`src/rtl/shift_pkg.sv`:
```
// Shared types for the shift unit: operation codes and controller states.
package shift_pkg;

  // Operation codes as presented by the control unit on the Funct bus.
  typedef enum logic [2:0] {
    FN_HOLD0 = 3'b000,
    FN_LOAD  = 3'b001,
    FN_SLL   = 3'b010,
    FN_SRL   = 3'b011,
    FN_SRA   = 3'b100,
    FN_ROR   = 3'b101,
    FN_ROL   = 3'b110,
    FN_HOLD7 = 3'b111
  } funct_e;

  // Controller states.
  typedef enum logic [1:0] {
    ST_IDLE  = 2'b00,
    ST_SHIFT = 2'b01,
    ST_DONE  = 2'b10
  } state_e;

  // True for the codes that capture new operands; both HOLD codes leave
  // the shift register untouched.
  function automatic logic isCaptureOp(input funct_e f);
    return (f != FN_HOLD0) && (f != FN_HOLD7);
  endfunction

endpackage

```
`src/rtl/shift_step.sv`:
```
// One-bit move of the data word according to the latched operation.
// Purely combinational; the register that holds the word lives in shift_unit.
module shift_step
  import shift_pkg::*;
#(
  parameter int WIDTH = 32
) (
  input  funct_e             i_op,
  input  logic [WIDTH-1:0]   i_data,
  output logic [WIDTH-1:0]   o_data
);

  // Select the single-position move; LOAD and HOLD pass the word through.
  always_comb begin
    o_data = i_data;
    case (i_op)
      FN_SLL:  o_data = {i_data[WIDTH-2:0], 1'b0};
      FN_SRL:  o_data = {1'b0, i_data[WIDTH-1:1]};
      FN_SRA:  o_data = {i_data[WIDTH-1], i_data[WIDTH-1:1]};
      FN_ROR:  o_data = {i_data[0], i_data[WIDTH-1:1]};
      FN_ROL:  o_data = {i_data[WIDTH-2:0], i_data[WIDTH-1]};
      default: o_data = i_data;
    endcase
  end

endmodule

```
`src/rtl/shift_unit.sv`:
```
// Multi-cycle shift unit: captures an operand, shift amount and operation
// on Start, moves the word one bit per clock, then pulses Done for a cycle.
module shift_unit
  import shift_pkg::*;
#(
  parameter int WIDTH = 32,
  parameter int CNT_W = 5
) (
  input  logic               Clk,
  input  logic               Reset,
  input  logic               Start,
  input  logic [2:0]         Funct,
  input  logic [CNT_W-1:0]   N,
  input  logic [WIDTH-1:0]   DataIn,
  output logic [WIDTH-1:0]   DataOut,
  output logic               Busy,
  output logic               Done
);

  state_e             r_state;
  state_e             w_stateNext;
  logic [WIDTH-1:0]   r_data;
  logic [WIDTH-1:0]   w_dataNext;
  logic [CNT_W-1:0]   r_count;
  logic [CNT_W-1:0]   w_countNext;
  funct_e             r_op;
  funct_e             w_opNext;
  funct_e             w_functIn;
  logic [WIDTH-1:0]   w_stepped;

  assign w_functIn = funct_e'(Funct);

  shift_step #(
    .WIDTH (WIDTH)
  ) u_step (
    .i_op   (r_op),
    .i_data (r_data),
    .o_data (w_stepped)
  );

  // State, data, counter and op registers; reset clears everything at once.
  always_ff @(posedge Clk or posedge Reset) begin
    if (Reset) begin
      r_state <= ST_IDLE;
      r_data  <= '0;
      r_count <= '0;
      r_op    <= FN_HOLD0;
    end else begin
      r_state <= w_stateNext;
      r_data  <= w_dataNext;
      r_count <= w_countNext;
      r_op    <= w_opNext;
    end
  end

  // Next-state and datapath updates; inputs only matter in IDLE with Start.
  always_comb begin
    w_stateNext = r_state;
    w_dataNext  = r_data;
    w_countNext = r_count;
    w_opNext    = r_op;
    case (r_state)
      ST_IDLE: begin
        if (Start) begin
          if (isCaptureOp(w_functIn)) begin
            w_dataNext  = DataIn;
            w_countNext = N;
            w_opNext    = w_functIn;
            if ((N == '0) || (w_functIn == FN_LOAD)) begin
              w_stateNext = ST_DONE;
            end else begin
              w_stateNext = ST_SHIFT;
            end
          end else begin
            w_stateNext = ST_DONE;
          end
        end
      end
      ST_SHIFT: begin
        w_dataNext  = w_stepped;
        w_countNext = r_count - CNT_W'(1);
        if (r_count == CNT_W'(1)) begin
          w_stateNext = ST_DONE;
        end
      end
      ST_DONE: begin
        w_stateNext = ST_IDLE;
      end
      default: begin
        w_stateNext = ST_IDLE;
      end
    endcase
  end

  assign DataOut = r_data;
  assign Busy    = (r_state == ST_SHIFT) || (r_state == ST_DONE);
  assign Done    = (r_state == ST_DONE);

endmodule

```
`config.mk`:
```
export PLATFORM = sky130hd
export DESIGN_NAME = shift_unit
export DESIGN_NICKNAME = d
export VERILOG_FILES = /design/src/rtl/shift_pkg.sv /design/src/rtl/shift_step.sv /design/src/rtl/shift_unit.sv
export SDC_FILE = /design/constraint.sdc
export NUM_CORES = 1
export LEC_CHECK = 0
export BUFFER_PORTS_ARGS = -buffer_cell sky130_fd_sc_hd__clkbuf_2
export CAP_MARGIN = 20
export CORE_ASPECT_RATIO = 1.5
export CORE_MARGIN = 5
export CORE_UTILIZATION = 46
export DETAILED_ROUTE_END_ITERATION = 12
export PLACE_DENSITY = 0.81
export SYNTH_ARGS = -nofsm -noshare
export SYNTH_HDL_FRONTEND = slang
export SYNTH_SLANG_ARGS = --single-unit
```
`constraint.sdc`:
```
create_clock -name Clk -period 5.04 [get_ports Clk]
set_input_delay 0.252 -clock Clk [delete_from_list [all_inputs] [get_ports Clk]]
set_output_delay 0.252 -clock Clk [all_outputs]
set_load 0.02 [all_outputs]
```
# After elaboration in Yosys (flattened, before gate mapping)
# Cells that the tools add are included.
# classes
add_sub_neg,1
eq_ne,16
mux,12
reduce_logical,12
# op_table
cell,n
$pmux W32 S5,1
$mux W32,2
$pmux W32 S2,1
$mux W5,2
$pmux W5 S2,1
$eq A3 B3 Y1 const B,3
$mux W2,4
$ne A2 B2 Y1 const B,4
$eq A3 B2 Y1 const B,2
$ne A6 B1 Y1 const B,1
$reduce_and A3 Y1,2
$eq A5 B1 Y1 const B,1
$logic_not A5 Y1,1
$ne A5 B1 Y1 const B,1
$reduce_and A5 Y1,1
$sub A5 B1 Y5 const B,1
$pmux W2 S2,1
$reduce_and A4 Y1,1
$eq A3 B1 Y1 const B,1
$ne A3 B3 Y1 const B,1
$reduce_bool A3 Y1,1
$eq A2 B1 Y1 const B,1
$eq A2 B2 Y1 const B,1
$logic_not A2 Y1,1
other kinds (4),5
# totals
regBits,42
inputBits,43
output_inout_bits,34
wordCells,46

# Depth between registers and ports, before layout
# logic_depth
ltp_word,6
ltp_mapped,9
ltp_nobuf,6

# By module
# A second synthesis with hierarchy kept.
# unflattened
cells_unflattened,433
area_unflattened_um2,3452.1
# modules_own_cells
mod,n_inst,cells_each,area_each_um2,seq_area_each_um2
shift_unit,1,222,2189.6,1051.0
shift_step,1,211,1262.5,0.0

# Worst setup path before layout
# Ideal clock, no wire load.
# synth_path
path_kind,reg-to-reg
from,reg r_state[0]
to,"reg r_data[16], in the netlist DataOut[16]"
setup_ns,0.128
t_arrival_ns,1.799
t_required_ns,4.912
slack_ns,3.113
path_stages_with_launch,9
path_buffers,2
synth_period_minus_slack_ns,1.927
path_cell_list,dfrtp_1 inv_1 ha_1 o31a_1 a32oi_2 or2_1 buf_4 buf_6 mux2_1
# synth_between
elab_chain_cells,3
word_cells_on_any_way,8
classes_between,eq/ne: 4; mux: 1; reduce/logical: 3
# synth_rtl
item,line_no,rtl
"start, declared",shift_unit.sv:20,state_e r_state;
"start signal, assigned",shift_unit.sv:49,r_state <= w_stateNext;
$eq A2 B1 Y1 / $logic_not A2 Y1 (equally long branches),shift_unit.sv:62,case (r_state)
$ne A6 B1 Y1 (no line) (tied with other cells),n/a,
$reduce_and A4 Y1 (no line),n/a,
"end signal, assigned",shift_unit.sv:50,r_data <= w_dataNext;
"end, declared",shift_unit.sv:22,logic [WIDTH-1:0] r_data;
# Parallel ways exist; a longest one is shown, timed or not.
# A chain may end at the register's enable or synchronous reset.

# Worst setup path after layout
# layout_path
from,reg r_state[1]
to,"reg r_data[7], in the netlist DataOut[7]"
# The elaborated chain is that of the path after synthesis.

==> flow_metrics.env <==
export IMPL_initial_utilization=0.470
export IMPL_via_count_of_the_routed_design=2631
export IMPL_worst_pin_slew_ns=0.986
export IMPL_ios=77
export IMPL_htreeDepth=2
export IMPL_path_max_fanout=46
export IMPL_synth_async_sr_flop_share=1.00
export IMPL_clk_path_buf_depth=2
export IMPL_cp_data_arrival_time_ns=3.03
export IMPL_pre_cts_ws_ns=2.18
export IMPL_most_used_cell_cp="sky130_fd_sc_hd__buf_4"
export IMPL_antenna_found_initial=0
export IMPL_grt_use_met1=0.226
export IMPL_finalClockSkew_ns=0.00777
export IMPL_synth_seq_area_share=0.386
export IMPL_final_hold_viol_count=0
export IMPL_critical_path_slowest_cell="sky130_fd_sc_hd__a32oi_2"
export IMPL_ys_seq_elements=42
export IMPL_clock_tree_root_cell="sky130_fd_sc_hd__clkbuf_8"
export IMPL_critical_path_max_stage_delay_ns=0.57
export IMPL_ant_nets=0
export IMPL_clk_transition_reported_paths_ns=0.09
export IMPL_chipWidth_um=72.8
export IMPL_antenna_cells=0
export IMPL_grt_overflow_total=0
export IMPL_clk_lat_worst_skew_ns=0.30
export IMPL_layout_cell_area_excl_fill_um2=3220
export IMPL_route_final_wire_length_um=7100
export IMPL_cts_tree="yes"
export IMPL_critical_path_cell_sequence="inv_1 -> ha_1 -> buf_4 -> a32oi_2 -> or2_1 -> buf_4 -> mux2_1"
export IMPL_timing_slew_headroom=0.340
export IMPL_detail_route_drc_violations=0
export IMPL_synth_edf_count=0
export IMPL_post_route_min_period_ns=2.85
export IMPL_timing_hold_worst_class="input port to asynchronous set/reset pin"
export IMPL_clock_sinks=42
export IMPL_fin_nets=426
export IMPL_grt_use_total=0.184
export IMPL_gp_routability_congestion=0.827
export IMPL_cp_start_kind="flop"
export IMPL_report_final_setup_viol=0
export IMPL_io_buffer_count=76
export IMPL_first_global_vias=2592
export IMPL_dr_first_iter_drc_count=143
export IMPL_timing_setup_critical_path_class="flop to flop"
export IMPL_final_setup_tns_ns=0
export IMPL_avgViaCountPerCell=5.83
export IMPL_p_leak_uw=0.00145
export IMPL_wire_length_of_the_first_global_routing_pass_um=11700
export IMPL_timing_reg2reg_worst_path_depth=7
export IMPL_postCtsHoldBufs=0
export IMPL_fill_cells=557
export IMPL_synth_cells=319
export IMPL_rsz0062_at_grt="no"
export IMPL_power_density_nw_per_um2=661
export IMPL_design_core_area_um2=5790
export IMPL_cts_buffers_inserted=5
export IMPL_die_height_um=104
export IMPL_dr_pass1_iters=4
export IMPL_synth_main_ff_cell="sky130_fd_sc_hd__dfrtp_1"
export IMPL_pin_count_of_the_biggest_net_entering_global_routing=47
export IMPL_use_met3=0.0329
export IMPL_timing_max_transition_violations_final=0
export IMPL_post_cts_buffers=0
export IMPL_wire_per_inst_um=15.8
export IMPL_max_vdd_ir_drop_uv=307
export IMPL_dieArea_um2=7580
export IMPL_dp_hpwl_um=4860
export IMPL_cp_data_required_time_ns=5.22
export IMPL_syn2layout_area_growth_pct=18.3
export IMPL_syn_cell_area_um2=2720
export IMPL_synthesis_nets=367
export IMPL_grt_busiest_layer="met2"
export IMPL_ys_warnings_count=0
export IMPL_placementRows=34
export IMPL_cap_viol_max_count=0
export IMPL_post_place_instance_area_um2=3080
export IMPL_layout_drive_gt1_share=0.253
export IMPL_kind_of_capture_point_of_the_worst_setup_path="flop"
export IMPL_synth_avg_cell_area_um2=8.53
export IMPL_outcome="completed"
export IMPL_ys_types=39
export IMPL_post_route_period_util=0.565
export IMPL_cts_repair_resized=0
export IMPL_global_route_usage_met2=0.323
export IMPL_setup_slack_ns=2.19
export IMPL_max_freq_mhz=351
-- Yosys cell counts (2+ instances only) --
| library cell | number | share of area |
|---|---|---|
| sky130_fd_sc_hd__nor2_1 | 44 | 0.061 |
| sky130_fd_sc_hd__a21oi_1 | 42 | 0.077 |
| sky130_fd_sc_hd__dfrtp_1 | 42 | 0.39 |
| sky130_fd_sc_hd__o21ai_0 | 36 | 0.066 |
| sky130_fd_sc_hd__a31oi_1 | 32 | 0.074 |
| sky130_fd_sc_hd__mux2_1 | 29 | 0.12 |
| sky130_fd_sc_hd__clkbuf_1 | 20 | 0.028 |
| sky130_fd_sc_hd__inv_1 | 11 | 0.015 |
| sky130_fd_sc_hd__nand2_1 | 7 | 0.0097 |
| sky130_fd_sc_hd__ha_1 | 5 | 0.023 |
| sky130_fd_sc_hd__buf_6 | 4 | 0.017 |
| sky130_fd_sc_hd__nand3b_1 | 4 | 0.011 |
| sky130_fd_sc_hd__buf_2 | 3 | 0.0055 |
| sky130_fd_sc_hd__nand2b_1 | 3 | 0.0069 |
| sky130_fd_sc_hd__nand3_1 | 3 | 0.0055 |
| sky130_fd_sc_hd__nor3_1 | 3 | 0.0055 |
| sky130_fd_sc_hd__o22ai_1 | 3 | 0.0069 |
| sky130_fd_sc_hd__a211oi_1 | 2 | 0.0055 |
| sky130_fd_sc_hd__a31o_2 | 2 | 0.0064 |
| sky130_fd_sc_hd__buf_1 | 2 | 0.0028 |
| sky130_fd_sc_hd__o21a_1 | 2 | 0.0055 |
| sky130_fd_sc_hd__o31ai_1 | 2 | 0.0055 |
| sky130_fd_sc_hd__or3_1 | 2 | 0.0046 |
-- sequential cells by signal (all words and copies together) (netlist names) --
signal and flops:
DataOut 32, r_count 5, r_op 3, r_state 2
-- power breakdown --
part	switching, µW	internal, µW	total [µW]
sequential	200	513	713
combinational	713	467	1180
clock	123	110	234
-- final cells by class --
type	count	area, µm²	share of cell area
inverter	11	41.3	0.0128
timing repair buffer	82	460	0.143
tap	72	90.1	0.0280
sequential	42	1050	0.327
clock inverter	2	12.5	0.00389
multi-input combinational	236	1480	0.460
clock buffer	6	82.6	0.0257
-- critical path: cells and delay by family, from the launching register on --
| kind | cells | cell delay [ns] |
|---|---|---|
| buffers and inverters | 3 | 0.71 |
| AO/OA/AOI/OAI | 1 | 0.57 |
| adder cells (fa/ha/maj) | 1 | 0.17 |
| AND/OR/NAND/NOR | 1 | 0.54 |
| flip-flops | 1 | 0.38 |
| multiplexers | 1 | 0.35 |
-- metrics by stage --
step	instances	power [µW]	utilization	hold WS [ns]
6_report	451	2130	0.556	0.0434
5_1_grt	451	2280	0.556	0.127
4_1_cts	449	2110	0.549	0.0798
3_5_place_dp	441	1870	0.532	0.409
3_3_place_gp	440	1830	0.530	0.397
2_1_floorplan	319	1560	-	0.343
-- routing by layer --
metal,up-vias,share of wire
li1,1276,-
met1,1252,0.41
met2,94,0.52
met3,9,0.060
met4,0,0.012
met5,-,0
-- logic make-up (layout without fill, tap and decap cells) --
logic type / after synthesis / after routing / synth area share
flops: 42 / 42 / 0.386
simple gates: 73 / 73 / 0.123
buf+inv: 41 / 101 / 0.0704
compound gates: 128 / 128 / 0.273
mux: 30 / 30 / 0.124
fa+ha+maj: 5 / 5 / 0.0230
-- final timing paths --
check | startpoint | to | slack [ns]
hold / removal | Reset | DataOut[26]$_DFFE_PP0P_ | 0.04
setup reg to reg | r_state[1]$_DFFE_PP0P_ | DataOut[7]$_DFFE_PP0P_ | 2.19
setup / recovery | r_state[1]$_DFFE_PP0P_ | DataOut[7]$_DFFE_PP0P_ | 2.19
min in group Clk | Funct[1] | r_op[2]$_DFFE_PP0P_ | 0.19
hold reg to reg | r_count[4]$_DFFE_PP0P_ | r_count[4]$_DFFE_PP0P_ | 0.53
max in group asynchronous | Reset | r_state[1]$_DFFE_PP0P_ | 4.60
-- cell usage in the layout, fill, tap and decap left out, types with 2 or more instances in the layout --
master / netlist / final
sky130_fd_sc_hd__nand2_1: 7 / 7
sky130_fd_sc_hd__clkbuf_2: 0 / 76
sky130_fd_sc_hd__nor3_1: 3 / 3
sky130_fd_sc_hd__clkbuf_8: 0 / 6
sky130_fd_sc_hd__o22ai_1: 3 / 3
sky130_fd_sc_hd__mux2_1: 29 / 29
sky130_fd_sc_hd__nor2_1: 44 / 44
sky130_fd_sc_hd__nand3b_1: 4 / 4
sky130_fd_sc_hd__nand2b_1: 3 / 3
sky130_fd_sc_hd__a31o_2: 2 / 2
sky130_fd_sc_hd__a31oi_1: 32 / 32
sky130_fd_sc_hd__o21a_1: 2 / 2
sky130_fd_sc_hd__buf_4: 1 / 3
sky130_fd_sc_hd__buf_8: 0 / 2
sky130_fd_sc_hd__dfrtp_1: 42 / 42
sky130_fd_sc_hd__ha_1: 5 / 5
sky130_fd_sc_hd__nand3_1: 3 / 3
sky130_fd_sc_hd__a21oi_1: 42 / 42
sky130_fd_sc_hd__a211oi_1: 2 / 2
sky130_fd_sc_hd__inv_1: 11 / 11
sky130_fd_sc_hd__or3_1: 2 / 2
sky130_fd_sc_hd__o21ai_0: 36 / 36
sky130_fd_sc_hd__o31ai_1: 2 / 2
(Power assumes the default switching activity.)
